`src/rtl/dmem_stall_ctrl_if.sv`:
```
// Pipeline-side and memory-side signals of the data-memory stall controller.
// Only the memory-side request channel is a handshake, and it is a strobe rather
// than valid/ready. mem_en pulses once per access. mem_addr, mem_wr and
// mem_wdata stay stable until mem_ready. mem_rdata is valid only while
// mem_ready is 1.
interface dmem_stall_ctrl_if #(
    parameter int DATA_W = 16,
    parameter int ADDR_W = 16
);
    logic              req_rd;
    logic              req_wr;
    logic [ADDR_W-1:0] addr;
    logic [DATA_W-1:0] wdata;
    logic              halt;
    logic              stall;
    logic              done;
    logic [DATA_W-1:0] rdata;
    logic              mem_en;
    logic              mem_wr;
    logic [ADDR_W-1:0] mem_addr;
    logic [DATA_W-1:0] mem_wdata;
    logic [DATA_W-1:0] mem_rdata;
    logic              mem_ready;
    logic              err;

    modport slave (
        input  req_rd, req_wr, addr, wdata, halt, mem_rdata, mem_ready,
        output stall, done, rdata, mem_en, mem_wr, mem_addr, mem_wdata, err
    );

    modport master (
        output req_rd, req_wr, addr, wdata, halt, mem_rdata, mem_ready,
        input  stall, done, rdata, mem_en, mem_wr, mem_addr, mem_wdata, err
    );
endinterface

```
`src/rtl/dmem_stall_ctrl.sv`:
```
// Multi-cycle data-memory controller: one access per request, stalls the pipeline
// until the backing memory answers. Optional macro DMEM_ALIGN_CHECK_EN rejects odd addresses.
module dmem_stall_ctrl #(
    parameter int DATA_W  = 16,
    parameter int ADDR_W  = 16,
    parameter int TIMEOUT = 15
) (
    input  logic               clk,
    input  logic               rst_n,
    dmem_stall_ctrl_if.slave   bus,
    output logic [2:0]         dbg_state
);
    localparam int CNT_W = $clog2(TIMEOUT + 1);

    typedef enum logic [2:0] {
        S_IDLE   = 3'd0,
        S_ISSUE  = 3'd1,
        S_WAIT   = 3'd2,
        S_DONE   = 3'd3,
        S_HALTED = 3'd4
    } state_t;

    state_t            state, state_nx;
    logic [CNT_W-1:0]  cnt;
    logic              halt_pend;
    logic              err_q;
    logic [DATA_W-1:0] rdata_q;
    logic              mem_wr_q;
    logic [ADDR_W-1:0] mem_addr_q;
    logic [DATA_W-1:0] mem_wdata_q;

    logic one_req, dual_req, misalign, accept, reject, to_hit;
    logic stall_raw, done_c, mem_en_c;

    assign one_req  = bus.req_rd ^ bus.req_wr;
    assign dual_req = bus.req_rd & bus.req_wr;
`ifdef DMEM_ALIGN_CHECK_EN
    assign misalign = bus.addr[0];
`else
    assign misalign = 1'b0;
`endif
    assign accept = (state == S_IDLE) & ~bus.halt & one_req & ~misalign;
    assign reject = (state == S_IDLE) & ~bus.halt & (dual_req | (one_req & misalign));
    // Hit on the WAIT cycle whose increment would bring the counter to TIMEOUT.
    assign to_hit = (cnt == CNT_W'(TIMEOUT - 1));

    always_comb begin
        state_nx  = state;
        stall_raw = 1'b0;
        done_c    = 1'b0;
        mem_en_c  = 1'b0;
        case (state)
            S_IDLE: begin
                if (bus.halt) begin
                    state_nx = S_HALTED;
                end else if (accept) begin
                    state_nx  = S_ISSUE;
                    stall_raw = 1'b1;
                end
            end
            S_ISSUE: begin
                mem_en_c  = 1'b1;
                stall_raw = 1'b1;
                state_nx  = S_WAIT;
            end
            S_WAIT: begin
                stall_raw = 1'b1;
                if (bus.mem_ready)   state_nx = S_DONE;
                else if (to_hit)     state_nx = S_IDLE;
            end
            S_DONE: begin
                done_c   = 1'b1;
                state_nx = halt_pend ? S_HALTED : S_IDLE;
            end
            S_HALTED: state_nx = S_HALTED;
            default:  state_nx = S_IDLE;
        endcase
    end

    always_ff @(posedge clk or negedge rst_n) begin
        if (!rst_n) state <= S_IDLE;
        else        state <= state_nx;
    end

    // Counter saturates at TIMEOUT on the timeout exit, so it never wraps.
    always_ff @(posedge clk or negedge rst_n) begin
        if (!rst_n) begin
            cnt       <= '0;
            halt_pend <= 1'b0;
            err_q     <= 1'b0;
        end else begin
            if (state == S_ISSUE)                        cnt <= '0;
            else if (state == S_WAIT && !bus.mem_ready)  cnt <= cnt + 1'b1;
            if ((state == S_ISSUE || state == S_WAIT) && bus.halt) halt_pend <= 1'b1;
            if (reject || (state == S_WAIT && !bus.mem_ready && to_hit)) err_q <= 1'b1;
        end
    end

    always_ff @(posedge clk or negedge rst_n) begin
        if (!rst_n) begin
            rdata_q     <= '0;
            mem_wr_q    <= 1'b0;
            mem_addr_q  <= '0;
            mem_wdata_q <= '0;
        end else begin
            if (accept) begin
                mem_wr_q    <= bus.req_wr;
                mem_addr_q  <= bus.addr;
                mem_wdata_q <= bus.wdata;
            end
            if (state == S_WAIT && bus.mem_ready && !mem_wr_q) rdata_q <= bus.mem_rdata;
        end
    end

    // stall is gated by rst_n so a request held through reset cannot freeze the pipe.
    assign bus.stall     = rst_n & stall_raw;
    assign bus.done      = done_c;
    assign bus.mem_en    = mem_en_c;
    assign bus.rdata     = rdata_q;
    assign bus.mem_wr    = mem_wr_q;
    assign bus.mem_addr  = mem_addr_q;
    assign bus.mem_wdata = mem_wdata_q;
    assign bus.err       = err_q;
    assign dbg_state     = state;
endmodule

```
`src/flat_wrapper.sv`:
```
// flat-port wrapper written by rule: the top's interface ports become plain ports
module dmem_stall_ctrl_flat 
#(
    parameter int DATA_W  = 16,
    parameter int ADDR_W  = 16,
    parameter int TIMEOUT = 15
)
  (clk, rst_n, dbg_state, bus_req_rd, bus_req_wr, bus_addr, bus_wdata, bus_halt, bus_mem_rdata, bus_mem_ready, bus_stall, bus_done, bus_rdata, bus_mem_en, bus_mem_wr, bus_mem_addr, bus_mem_wdata, bus_err);
  dmem_stall_ctrl_if #(.DATA_W(DATA_W), .ADDR_W(ADDR_W)) bus_i ();
  input  logic clk;
  input  logic rst_n;
  output logic [2:0] dbg_state;
  input wire logic [$bits(bus_i.req_rd)-1:0] bus_req_rd;
  input wire logic [$bits(bus_i.req_wr)-1:0] bus_req_wr;
  input wire logic [$bits(bus_i.addr)-1:0] bus_addr;
  input wire logic [$bits(bus_i.wdata)-1:0] bus_wdata;
  input wire logic [$bits(bus_i.halt)-1:0] bus_halt;
  input wire logic [$bits(bus_i.mem_rdata)-1:0] bus_mem_rdata;
  input wire logic [$bits(bus_i.mem_ready)-1:0] bus_mem_ready;
  output wire logic [$bits(bus_i.stall)-1:0] bus_stall;
  output wire logic [$bits(bus_i.done)-1:0] bus_done;
  output wire logic [$bits(bus_i.rdata)-1:0] bus_rdata;
  output wire logic [$bits(bus_i.mem_en)-1:0] bus_mem_en;
  output wire logic [$bits(bus_i.mem_wr)-1:0] bus_mem_wr;
  output wire logic [$bits(bus_i.mem_addr)-1:0] bus_mem_addr;
  output wire logic [$bits(bus_i.mem_wdata)-1:0] bus_mem_wdata;
  output wire logic [$bits(bus_i.err)-1:0] bus_err;
  assign bus_i.req_rd = bus_req_rd;
  assign bus_i.req_wr = bus_req_wr;
  assign bus_i.addr = bus_addr;
  assign bus_i.wdata = bus_wdata;
  assign bus_i.halt = bus_halt;
  assign bus_i.mem_rdata = bus_mem_rdata;
  assign bus_i.mem_ready = bus_mem_ready;
  assign bus_stall = bus_i.stall;
  assign bus_done = bus_i.done;
  assign bus_rdata = bus_i.rdata;
  assign bus_mem_en = bus_i.mem_en;
  assign bus_mem_wr = bus_i.mem_wr;
  assign bus_mem_addr = bus_i.mem_addr;
  assign bus_mem_wdata = bus_i.mem_wdata;
  assign bus_err = bus_i.err;
  dmem_stall_ctrl #(.DATA_W(DATA_W), .ADDR_W(ADDR_W), .TIMEOUT(TIMEOUT)) u_core (.clk(clk), .rst_n(rst_n), .bus(bus_i), .dbg_state(dbg_state));
endmodule
```
`config.mk`:
```
export PLATFORM = sky130hd
export DESIGN_NAME = dmem_stall_ctrl_flat
export DESIGN_NICKNAME = d
export VERILOG_FILES = /design/src/rtl/dmem_stall_ctrl_if.sv /design/src/rtl/dmem_stall_ctrl.sv /design/src/flat_wrapper.sv
export SDC_FILE = /design/constraint.sdc
export NUM_CORES = 1
export LEC_CHECK = 0
export BUFFER_PORTS_ARGS = -buffer_cell sky130_fd_sc_hd__buf_2
export CAP_MARGIN = 20
export CELL_PAD_IN_SITES_DETAIL_PLACEMENT = 0
export CELL_PAD_IN_SITES_GLOBAL_PLACEMENT = 1
export CORE_AREA = 4 4 82 84
export CTS_BUF_LIST = sky130_fd_sc_hd__clkbuf_8
export CTS_CLUSTER_SIZE = 20
export DETAILED_ROUTE_END_ITERATION = 6
export DIE_AREA = 0 0 86 88
export PLACE_DENSITY_LB_ADDON = 0.2
export REMOVE_ABC_BUFFERS = 1
export SLEW_MARGIN = 20
export SYNTH_ARGS = -nofsm -noshare
export SYNTH_HDL_FRONTEND = slang
export SYNTH_SLANG_ARGS = --single-unit
```
`constraint.sdc`:
```
create_clock -name clk -period 2.55 [get_ports clk]
set_input_delay 0.1275 -clock clk [delete_from_list [all_inputs] [get_ports clk]]
set_output_delay 0.1275 -clock clk [all_outputs]
set_load 0.01 [all_outputs]
```
# After elaboration in Yosys (flattened, before gate mapping)

Index checks and enable logic that the tools add are counted.

Add/subtract/negate cells: 1
Eq/ne operators: 7
Muxes and demuxes: 13
Bitwise operators: 7
Reduce and logical (&&, ||, !) cells: 13

Operator list:

| cell                | count |
|---|---|
| $mux 3              | 5 |
| $pmux 3 s5          | 1 |
| $mux 4              | 2 |
| $eq 3x2->1 const B  | 2 |
| $ne 3x2->1 const B  | 2 |
| $and 1x1->1         | 5 |
| $logic_and 1x1->1   | 5 |
| $add 4x1->4 const B | 1 |
| $eq 4x4->1 const B  | 1 |
| $mux 1              | 4 |
| $eq 3x1->1 const B  | 1 |
| $eq 3x3->1 const B  | 1 |
| $logic_not 3->1     | 1 |
| $logic_not 1->1     | 2 |
| $logic_or 1x1->1    | 2 |
| $pmux 1 s2          | 1 |
| $reduce_and 2->1    | 1 |
| $reduce_bool 2->1   | 1 |
| $reduce_or 2->1     | 1 |
| $not 1->1           | 1 |
| $xor 1x1->1         | 1 |

Register bits after elaboration: 58

# Depth between registers and ports, before layout

Gate-level depths: netlist of run 1.

Word-level depth: 7
Gate-level depth with buffers: 4
Depth with buffers taken out: 4

# Worst setup path before layout of run 1

No wires, ideal clock.

Kind: register to register
From: reg u_core.state[0], in the netlist u_core.dbg_state[0]
To: reg u_core.rdata_q[0], in the netlist u_core.bus.rdata[0]
Arrival time: 1.633 ns
Data required time: 2.425 ns
Path slack: 0.792 ns
Cell stages (with the launch flop): 5
Period minus slack after synthesis: 1.758 ns
Path through: dfrtp_1 -> nand4bb_1 -> nor2_1 -> buf_2 -> mux2_2

Word-level cells in the longest chain between the ends: 3

Ends and longest elaborated chain:

| what                            | RTL line               | source |
|---|---|---|
| start, declared                 | dmem_stall_ctrl.sv:23  | `state_t state, state_nx;` |
| start signal, assigned          | dmem_stall_ctrl.sv:82  | `else state <= state_nx;` |
| $eq 3x2->1                      | dmem_stall_ctrl.sv:111 | `if (state == S_WAIT && bus.mem_ready && !mem_wr_q) rdata_q <= bus.mem_rdata;` |
| $logic_and 1x1->1 (2 in series) | dmem_stall_ctrl.sv:111 |  |
| end signal, assigned            | dmem_stall_ctrl.sv:111 |  |
| end, declared                   | dmem_stall_ctrl.sv:27  | `logic [DATA_W-1:0] rdata_q;` |

Every way passes these cells.
A chain may end at the register's enable or synchronous reset.

# Worst setup path after layout of run 1

From: reg u_core.state[0], in the netlist u_core.dbg_state[0]
To: out bus_stall

Word-level cells in the longest chain between the ends: 7
Elaborated cells between the ends (all ways): 10
Those cells by class: eq/ne: 2; mux: 3; bitwise: 3; reduce/logical: 2

Ends and longest elaborated chain:

| what                      | RTL line                                     | source |
|---|---|---|
| $logic_not 3->1           | dmem_stall_ctrl.sv:42, dmem_stall_ctrl.sv:52 |  |
| $and 1x1->1 (2 in series) | dmem_stall_ctrl.sv:42                        | `assign accept = (state == S_IDLE) & ~bus.halt & one_req & ~misalign;` |
| $mux 1                    | dmem_stall_ctrl.sv:56                        | `end else if (accept) begin` |
| $mux 1                    | dmem_stall_ctrl.sv:54                        | `if (bus.halt) begin` |
| $pmux 1 s2 *              | dmem_stall_ctrl.sv:52                        | `case (state)` |
| $and 1x1->1 *             | dmem_stall_ctrl.sv:116                       | `assign bus.stall = rst_n & stall_raw;` |
| end, declared             | flat_wrapper.sv:20                           | `output wire logic [$bits(bus_i.stall)-1:0] bus_stall;` |

Mark *: on every way between the ends. The rest lies on a longest branch, timed or not.

==> results of run 1 <==
## Yosys cell counts
cell       instances  area, sq um
a21oi_1            3         15.0
inv_1              4         15.0
o31ai_1            1         7.51
a21bo_2            1         10.0
nand3_1            5         25.0
or3b_2             1         8.76
nand2_1            3         11.3
buf_2              5         25.0
a31o_2             1         8.76
mux2_1             9          101
nand4bb_1          1         11.3
xor2_1             1         8.76
mux2_2            40          450
o211ai_1           1         7.51
nor2b_1            1         6.26
or3_1              1         6.26
nor2_1             3         11.3
o311a_1            1         10.0
or4b_1             1         10.0
o21ai_0            5         25.0
nor4_1             1         6.26
dfrtp_1           58         1450
ha_1               3         37.5
## final cells by class
| type | count | area [sq um] |
|---|---|---|
| flip-flops and latches | 58 | 1450 |
| inverters | 4 | 15.0 |
| clock inverters | 6 | 28.8 |
| fillers | 551 | 2780 |
| clock buffers | 9 | 124 |
| repair buffers | 120 | 648 |
| well taps | 75 | 93.8 |
| multi-input cells | 83 | 778 |
## where the power goes
part	total (mW)	internal (mW)	switching (mW)
logic	0.858	0.459	0.400
clock network	0.666	0.332	0.334
registers	1.42	1.25	0.165
total	2.94	2.04	0.898
## worst max path at each step
stage | start | to | slack, ns | cells past startpoint
global route | u_core.dbg_state[0] | bus_stall | 0.34 | 5
floorplan | u_core.dbg_state[0] | u_core.bus.mem_addr[10] | 0.42 | 3
global placement | u_core.dbg_state[0] | u_core.cnt[3] | 0.83 | 3
finish | u_core.dbg_state[0] | bus_stall | 0.52 | 5
CTS | u_core.dbg_state[0] | bus_stall | 0.49 | 5
detailed placement | u_core.dbg_state[0] | u_core.cnt[3] | 0.81 | 3
## logic make-up after synthesis
group / count (synthesis) / share of synthesized area, %
flops: 58 / 63.9
mux: 49 / 24.3
simple gates: 17 / 4.25
compound gates: 13 / 3.69
buf+inv: 9 / 1.76
fa+ha+maj: 3 / 1.65
xor+xnor: 1 / 0.386
## what timing repair did
item | in CTS | in global routing
hold buffers | 8 | 0
endpoints found under the hold margin | 43 | 0
buffers inserted | 0 | 0
## critical path, delay by kind of cell (launching register included)
kind / cells / cell delay (ns)
buffers and inverters: 2 / 0.42
AND/OR/NAND/NOR: 2 / 0.48
flip-flops: 1 / 0.46
AO/OA/AOI/OAI: 1 / 0.21
## flip-flops by register name, indices dropped and copies added, names as in the netlist
signal,cells
u_core.bus.err,1
u_core.bus.mem_addr,16
u_core.bus.rdata,16
u_core.cnt,4
u_core.bus.mem_wdata,16
u_core.halt_pend,1
u_core.bus.mem_wr,1
u_core.dbg_state,3
## per-layer routing
layer  routed length, um  share of wire (%)
met3                 387                7.5
met4                  69                1.3
met2                2630                 51
met5                   0                  0
met1                2040                 40
==> flow_summary.json, run 1 <==
{
  "finalClockSkew_ns": 0.0106,
  "detail_route.wl_per_cell_um": 14.4,
  "first_global_vias": 1693,
  "rr_startpoint": "u_core.dbg_state[0]",
  "cts_root_buf": "clkbuf_8",
  "hold_violations": 0,
  "fin_crit_sh_pct": 79.4,
  "cts.htree.levels": 3,
  "postPlaceCellArea_sq_um": 2910,
  "portBuffers": 109,
  "area.growth.synth_to_final_pct": 38.3,
  "clk_latency_ns": 0.33,
  "viasPerCell": 4.62,
  "coreArea_sq_um": 5920,
  "grt_max_degree": 59,
  "fmax_ghz": 0.494,
  "critPathCaptureType": "primary output",
  "firstDrtPassIters": 4,
  "whs_path_depth": 2,
  "boundaryPins": 110,
  "yosysSeqAreaShare_pct": 63.9,
  "globalRouteTotalUtil_pct": 14.0,
  "reg2reg_depth": 3,
  "yosysWarnings": 0,
  "layout_commonest_cell": "buf_2",
  "drv_cap": 0,
  "final_cells": 355,
  "die_h_um": 88,
  "worst_pin_slew_ns": 0.724,
  "power.density_nw_per_um2": 937,
  "worstReg2RegEnd": "u_core.cnt[3]",
  "worstHoldStart": "bus_wdata[12]",
  "hp-class": "in -> reg",
  "final_cell_mix": "109 x buf_2, 58 x dfrtp_1, 40 x mux2_2",
  "num_vias": 1641,
  "grtUsageMet1_pct": 16.2,
  "drtIter0Drc": 49,
  "worstPathCellList": "nor4_1, nand2_1, buf_4, a21oi_1, buf_2",
  "hold_end": "u_core.bus.mem_wdata[12]",
  "status": "finished, final reports clean",
  "crit_required_ns": 2.42,
  "vdd.ir_drop.worst_uv": 584,
  "place_inst": 332,
  "drc": 0,
  "fp.dieW_um": 86,
  "ys_ff_latch": 58,
  "cts_tree": "built",
  "maxSlewHeadroom_pct": 51.8,
  "gp_congestion": 0.764,
  "r2r_setup_slack_ns": 0.79,
  "dieArea_sq_um": 7570,
  "final.setup.tns_ns": 0,
  "grt_antenna_before_repair": 0,
  "initial_core_util_pct": 38.3,
  "leakage_nw": 1.69,
  "startpoint_type": "flip-flop",
  "antenna_cells": 0,
  "holdWs_ns": 0.0176,
  "grt_pass1_wl_um": 7990,
  "fin_nets": 333,
  "finalSetupViolCount": 0,
  "synth_cells": 150,
  "pre_cts_slack_ns": 0.814,
  "p_total_mw": 2.94,
  "busiest_layer": "met2",
  "syn_area_per_cell_sq_um": 15.1,
  "cts_num_sinks": 58,
  "dp_hpwl_um": 3720,
  "routed_wl_um": 5130,
  "drv_slew": 0,
  "arrival_ns": 1.90,
  "cts_max_path_buffers": 2,
  "worstSetupPathType": "reg -> out",
  "synthesis.area_sq_um": 2270,
  "period_minus_slack_ns": 2.03,
  "postRouteAntennaNets": 0,
  "numCtsBuffers": 9,
  "use_met3_pct": 6.02,
  "clk_pin_slew_ns": 0.06,
  "final_design_area_no_fill_sq_um": 3140,
  "fin_util_pct": 53.0,
  "core.rowCount": 28,
  "ys_types": 23,
  "rsz0062_at_grt": "false",
  "crit_path_max_fanout": 35,
  "cts_resized": 0,
  "critPathSlowestCell": "dfrtp_1",
  "grt-ovfl-total": 0,
  "slowest_delay_ns": 0.46,
  "gr-usage-met2_pct": 22.8,
  "setup_ws_ns": 0.524,
  "drive_above_1_share_pct": 59.6
}
Note: power is estimated with default switching activity, not from simulation.
==> inputs of run 2 (changes only) <==
Settings changed: CORE_AREA 4 4 82 84 to 4 4 88 90, DIE_AREA 0 0 86 88 to 0 0 92 94.
Clock period 2.55 ns to 1.8 ns, I/O delays scaled along.
==> run 2 against run 1 <==
Sequential power grew 41%. Power is 54% higher. Count of clock-buffer cells in the layout rose by 2. Hold slack improved by 0.0045 ns. Clock skew is essentially flat. Sequential share of layout area shrank 7.4 points. Largest cell class unchanged. Via count increased by 11%. Die area rose by 14%. Critical path depth shrank 1. Clock power rose by 86%.
==> flow_summary.json, run 2 (synthesis results as in run 1) <==
{
  "r2r_setup_slack_ns": 0.13,
  "crit_required_ns": 1.71,
  "gp_congestion": 0.712,
  "status": "finished, final reports clean",
  "clk_latency_ns": 0.33,
  "vdd.ir_drop.worst_uv": 686,
  "routed_wl_um": 5620,
  "grt_antenna_before_repair": 0,
  "grt_max_degree": 59,
  "hold_violations": 0,
  "initial_core_util_pct": 32.2,
  "postRouteAntennaNets": 0,
  "power.density_nw_per_um2": 1210,
  "fin_nets": 380,
  "clockPowerShare_pct": 27.3,
  "dp_hpwl_um": 3740,
  "pre_cts_slack_ns": 0.170,
  "p_sw_share_pct": 29.4,
  "coreArea_sq_um": 7060,
  "worstSetupPathType": "reg -> out",
  "slowest_delay_ns": 0.52,
  "area.growth.synth_to_final_pct": 64.7,
  "first_global_vias": 1977,
  "firstDrtPassIters": 2,
  "globalRouteTotalUtil_pct": 13.8,
  "cts_max_path_buffers": 2,
  "startpoint_type": "flip-flop",
  "p_comb_share_pct": 28.5,
  "crit_buf_inv": 3,
  "drtIter0Drc": 19,
  "clk_pin_slew_ns": 0.06,
  "critPathCaptureType": "primary output",
  "fin_crit_sh_pct": 95.1,
  "crit_path_max_fanout": 8,
  "cts_num_sinks": 58,
  "numCtsBuffers": 9,
  "cts_tree": "built",
  "boundaryPins": 110,
  "cts_root_buf": "clkbuf_8",
  "worstPathCellList": "buf_4, or3b_2, inv_1, buf_2",
  "leakage_nw": 1.92,
  "nFillCells": 635,
  "core.rowCount": 31,
  "grt-ovfl-total": 0,
  "hp-class": "in -> reg",
  "finalClockSkew_ns": 0.0108,
  "fmax_ghz": 0.584,
  "p_sw_mw": 1.33,
  "period_minus_slack_ns": 1.71,
  "worst_pin_slew_ns": 0.723,
  "drc": 0,
  "finalSetupViolCount": 0,
  "crit_family": "simple AND/OR/NAND/NOR gates",
  "critPathSlowestCell": "or3b_2",
  "portBuffers": 109,
  "seq_power_share_pct": 44.1,
  "viasPerCell": 4.27,
  "num_vias": 1824,
  "rsz0062_at_grt": "false",
  "final_cell_mix": "109 x buf_2, 58 x dfrtp_1, 49 x dlygate4sd3_1",
  "setup_ws_ns": 0.0890,
  "layout_commonest_cell": "buf_2",
  "drv_slew": 0,
  "arrival_ns": 1.62,
  "detail_route.wl_per_cell_um": 13.2,
  "internal_power_mw": 3.20,
  "fp.dieW_um": 92,
  "antenna_cells": 0,
  "drv_cap": 0,
  "grt_pass1_wl_um": 9430,
  "die_h_um": 94,
  "maxSlewHeadroom_pct": 51.8,
  "final.setup.tns_ns": 0,
  "cts.htree.levels": 3,
  "p_total_mw": 4.53,
  "dieArea_sq_um": 8650,
  "drive_above_1_share_pct": 54.6
}
[run 2: metal layers]
| metal | wire, um | global-route usage [%] | vias to the layer above |
|---|---|---|---|
| met5 | 0 | 0 | - |
| met2 | 2830 | 23.1 | 58 |
| met4 | 136 | 7.18 | 0 |
| li1 | - | - | 880 |
| met3 | 396 | 4.65 | 12 |
| met1 | 2260 | 15.6 | 874 |
[run 2: layout make-up]
| cell class | instances | area (sq um) | area share, % |
|---|---|---|---|
| Sequential cell | 58 | 1450 | 38.8 |
| Timing Repair Buffer | 167 | 1150 | 30.7 |
| Multi-Input combinational cell | 83 | 787 | 21.1 |
| Clock buffer | 11 | 151 | 4.05 |
| Tap cell | 99 | 124 | 3.31 |
| Clock inverter | 5 | 62.6 | 1.67 |
| Inverter | 4 | 15.0 | 0.402 |
[run 2: power groups by stage]
stage,Combinational (mW),Clock (mW),Sequential (mW)
after detailed placement,1.24,0,2.02
after floorplan,0.381,0,2.24
after global placement,1.22,0,2.01
after CTS,1.32,1.30,2.00
final,1.29,1.24,2.00
after global routing,1.43,1.35,2.07
[run 2: what timing repair did]
action	in CTS	in global routing
resized for setup	1	1
pin swaps	0	2
buffers inserted	0	1
gates cloned	0	1
hold endpoints to repair	106	0
hold buffers	49	0
setup endpoints to repair	1	1
[run 2: metrics by stage]
stage                     cell area [sq um]  cells  hold WS, ns  utilization [%]
after floorplan                        2240    145       -0.206                -
after global placement                 2990    360        0.301             42.4
after detailed placement               2990    360        0.307             42.4
after CTS                              3700    425      0.00610             52.4
after global routing                   3740    427       0.0234             52.9
final                                  3740    427       0.0221             52.9
[run 2: final timing paths]
kind / cells after the start / startpoint / to
setup / recovery: 4 / u_core.dbg_state[1] / bus_mem_en
hold / removal: 2 / bus_req_wr / u_core.bus.mem_wr
setup reg to reg: 4 / u_core.dbg_state[0] / u_core.cnt[3]
hold reg to reg: 1 / u_core.halt_pend / u_core.halt_pend
max in group asynchronous: 3 / rst_n / u_core.cnt[3]
min in group asynchronous: 3 / rst_n / u_core.bus.mem_wdata[0]
==> inputs of run 3 (changes only) <==
Settings changed: ABC_AREA set to 1, CORE_AREA 4 4 88 90 to 4 4 94 96, DIE_AREA 0 0 92 94 to 0 0 98 100, SLEW_MARGIN 20 to 0.
Clock period 1.8 ns to 1.5 ns, I/O delays scaled along.
==> run 3 against run 2 <==
First-iteration DRC count increased to 3.3 times the previous value. Critical path depth unchanged. Setup slack worse by 0.030 ns. Design area up 2.6%. Routed wire length up 9.6%. Register-to-register slack improved by 0.06 ns. Cell count grew 27%. Utilization fell by 5.3 points. Clock power decreased by 4%. Count of clock-buffer cells in the layout decreased by 1. Sequential power up 26%. Highest routed layer unchanged.
==> flow_summary.json, run 3 <==
{
  "status": "finished, final reports clean",
  "drtIter0Drc": 62,
  "p_total_mw": 5.64,
  "grt_max_degree": 67,
  "synth.area.mux_share_pct": 0,
  "fp.dieW_um": 98,
  "core.rowCount": 33,
  "synth_commonest_cells": "83 x nand2_1, 58 x dfrtp_1, 40 x inv_1",
  "numCtsBuffers": 9,
  "final_cell_mix": "109 x buf_2, 83 x nand2_1, 55 x dfrtp_1",
  "worstSetupPathType": "reg -> out",
  "drc": 0,
  "grt_antenna_before_repair": 0,
  "layout_commonest_cell": "buf_2",
  "globalRouteTotalUtil_pct": 13.4,
  "die_h_um": 100,
  "synth-main-ff-cell": "dfrtp_1",
  "fin_nets": 493,
  "dp_hpwl_um": 4130,
  "detail_route.wl_per_cell_um": 11.3,
  "synth-xor-area-share_pct": 0.351,
  "ys_async_sr_fraction_pct": 100,
  "netlist.area_leader.share_pct": 58.2,
  "synth_compound_area_share_pct": 8.18,
  "yosysSeqAreaShare_pct": 58.2,
  "cts_max_path_buffers": 2,
  "drv_slew": 0,
  "vdd.ir_drop.worst_uv": 689,
  "setup_ws_ns": 0.0595,
  "rsz0062_at_grt": "true",
  "startpoint_type": "flip-flop",
  "coreArea_sq_um": 8050,
  "clk_latency_ns": 0.33,
  "crit_path_max_fanout": 5,
  "fmax_ghz": 0.694,
  "hp-class": "in -> reg",
  "synth_fa_ha_area_share_pct": 1.51,
  "first_global_vias": 2356,
  "synth_top_family_by_area": "simple AND/OR/NAND/NOR gates",
  "initial_core_util_pct": 31.0,
  "ys_types": 28,
  "crit_required_ns": 1.42,
  "place_inst": 480,
  "slowest_delay_ns": 0.46,
  "fin_util_pct": 47.6,
  "grt_pass1_wl_um": 10700,
  "synthesis.area_sq_um": 2490,
  "synth-edff-count": 0,
  "period_minus_slack_ns": 1.44,
  "antenna_cells": 0,
  "portBuffers": 109,
  "worstPathCellList": "nor2_4, nand3_4, a31oi_2, buf_2",
  "leakage_nw": 2.21,
  "drv_cap": 0,
  "ys_ff_latch": 58,
  "cts_root_buf": "clkbuf_8",
  "clk_pin_slew_ns": 0.06,
  "finalSetupViolCount": 0,
  "routed_wl_um": 6160,
  "grt-ovfl-total": 0,
  "power.density_nw_per_um2": 1470,
  "synth_cells": 272,
  "firstDrtPassIters": 4,
  "viasPerCell": 4.17,
  "cts_tree": "built",
  "drive_above_1_share_pct": 33.5,
  "synth_area_leaders": "dfrtp_1 58%, nand2_1 12%, inv_1 6.0%",
  "final_design_area_no_fill_sq_um": 3830,
  "pre_cts_slack_ns": 0.216,
  "postPlaceCellArea_sq_um": 3130,
  "num_vias": 2269,
  "syn_area_per_cell_sq_um": 9.17,
  "critPathCaptureType": "primary output",
  "fin_crit_sh_pct": 96.0,
  "finalClockSkew_ns": 0.00904,
  "synth_most_common_cell": "nand2_1",
  "nFillCells": 809,
  "worst_pin_slew_ns": 0.746,
  "synthSimpleGateAreaFrac_pct": 22.0,
  "yosysWarnings": 0,
  "cts.htree.levels": 3,
  "dieArea_sq_um": 9800,
  "gp_congestion": 0.710,
  "final.setup.tns_ns": 0,
  "arrival_ns": 1.37,
  "cts_num_sinks": 58,
  "postRouteAntennaNets": 0,
  "holdWs_ns": 0.0309,
  "maxSlewHeadroom_pct": 50.3,
  "boundaryPins": 110,
  "area.growth.synth_to_final_pct": 53.7,
  "critPathSlowestCell": "dfrtp_2",
  "final_cells": 544,
  "hold_violations": 0,
  "yosysTopAreaCell": "dfrtp_1"
}
## run 3: cell count changes after synthesis, sizes merged, moves of 2 or more
cell,change
nand2,+81
mux2,-49
inv,+38
o21ai,+28
nand3,+17
nor2,+6
buf,+4
nand4,+2
nor3,+2
## run 3: area by class of cell
class,instances,area [sq um],area share (%)
Sequential cell,58,1460,38.0
Timing Repair Buffer,163,1090,28.4
Multi-Input combinational cell,161,837,21.8
Inverter,43,164,4.28
Clock buffer,10,138,3.59
Tap cell,105,131,3.43
Clock inverter,4,20.0,0.522
## run 3: path summary, 6_finish.rpt
check	startpoint	endpoint	slack, ns	cells past startpoint
max	u_core.dbg_state[2]	bus_stall	0.06	4
min	bus_req_wr	u_core.bus.mem_wr	0.03	3
max reg2reg	u_core.dbg_state[0]	u_core.bus.rdata[2]	0.19	6
min reg2reg	u_core.halt_pend	u_core.halt_pend	0.46	1
max in group asynchronous	rst_n	u_core.dbg_state[0]	0.49	3
min in group asynchronous	rst_n	u_core.halt_pend	0.44	3
## run 3: report_power, final
group	switching, mW	total, mW	internal [mW]
clock	0.574	1.19	0.613
combinational	1.07	1.94	0.873
sequential	0.360	2.51	2.15
## run 3: what timing repair did
action / 4_1_cts / 5_1_grt
hold buffers: 50 / 0
setup endpoints to repair: 2 / 2
hold endpoints to repair: 107 / 0
gates resized for setup: 1 / 11
buffers inserted: 0 / 0
pin swaps: 0 / 2
## run 3: kinds of logic (layout without fill, tap and decap cells)
kind of cell    Yosys count  after routing
simple gates            120            120
compound gates           37             37
xor+xnor                  1              1
buf+inv                  53            220
fa+ha+maj                 3              3
flops                    58             58
## run 3: layer usage
| layer | track usage, % | share of wire [%] |
|---|---|---|
| met5 | 0 | 0 |
| met4 | 5.75 | 0.94 |
| met3 | 5.07 | 8.6 |
| met2 | 20.3 | 43 |
| met1 | 17.2 | 47 |
## run 3: critical path, delay by kind of cell (launching register included)
kind | cells | cell delay, ns
compound gates | 1 | 0.16
buf+inv | 1 | 0.15
simple gates | 2 | 0.27
flops | 1 | 0.46
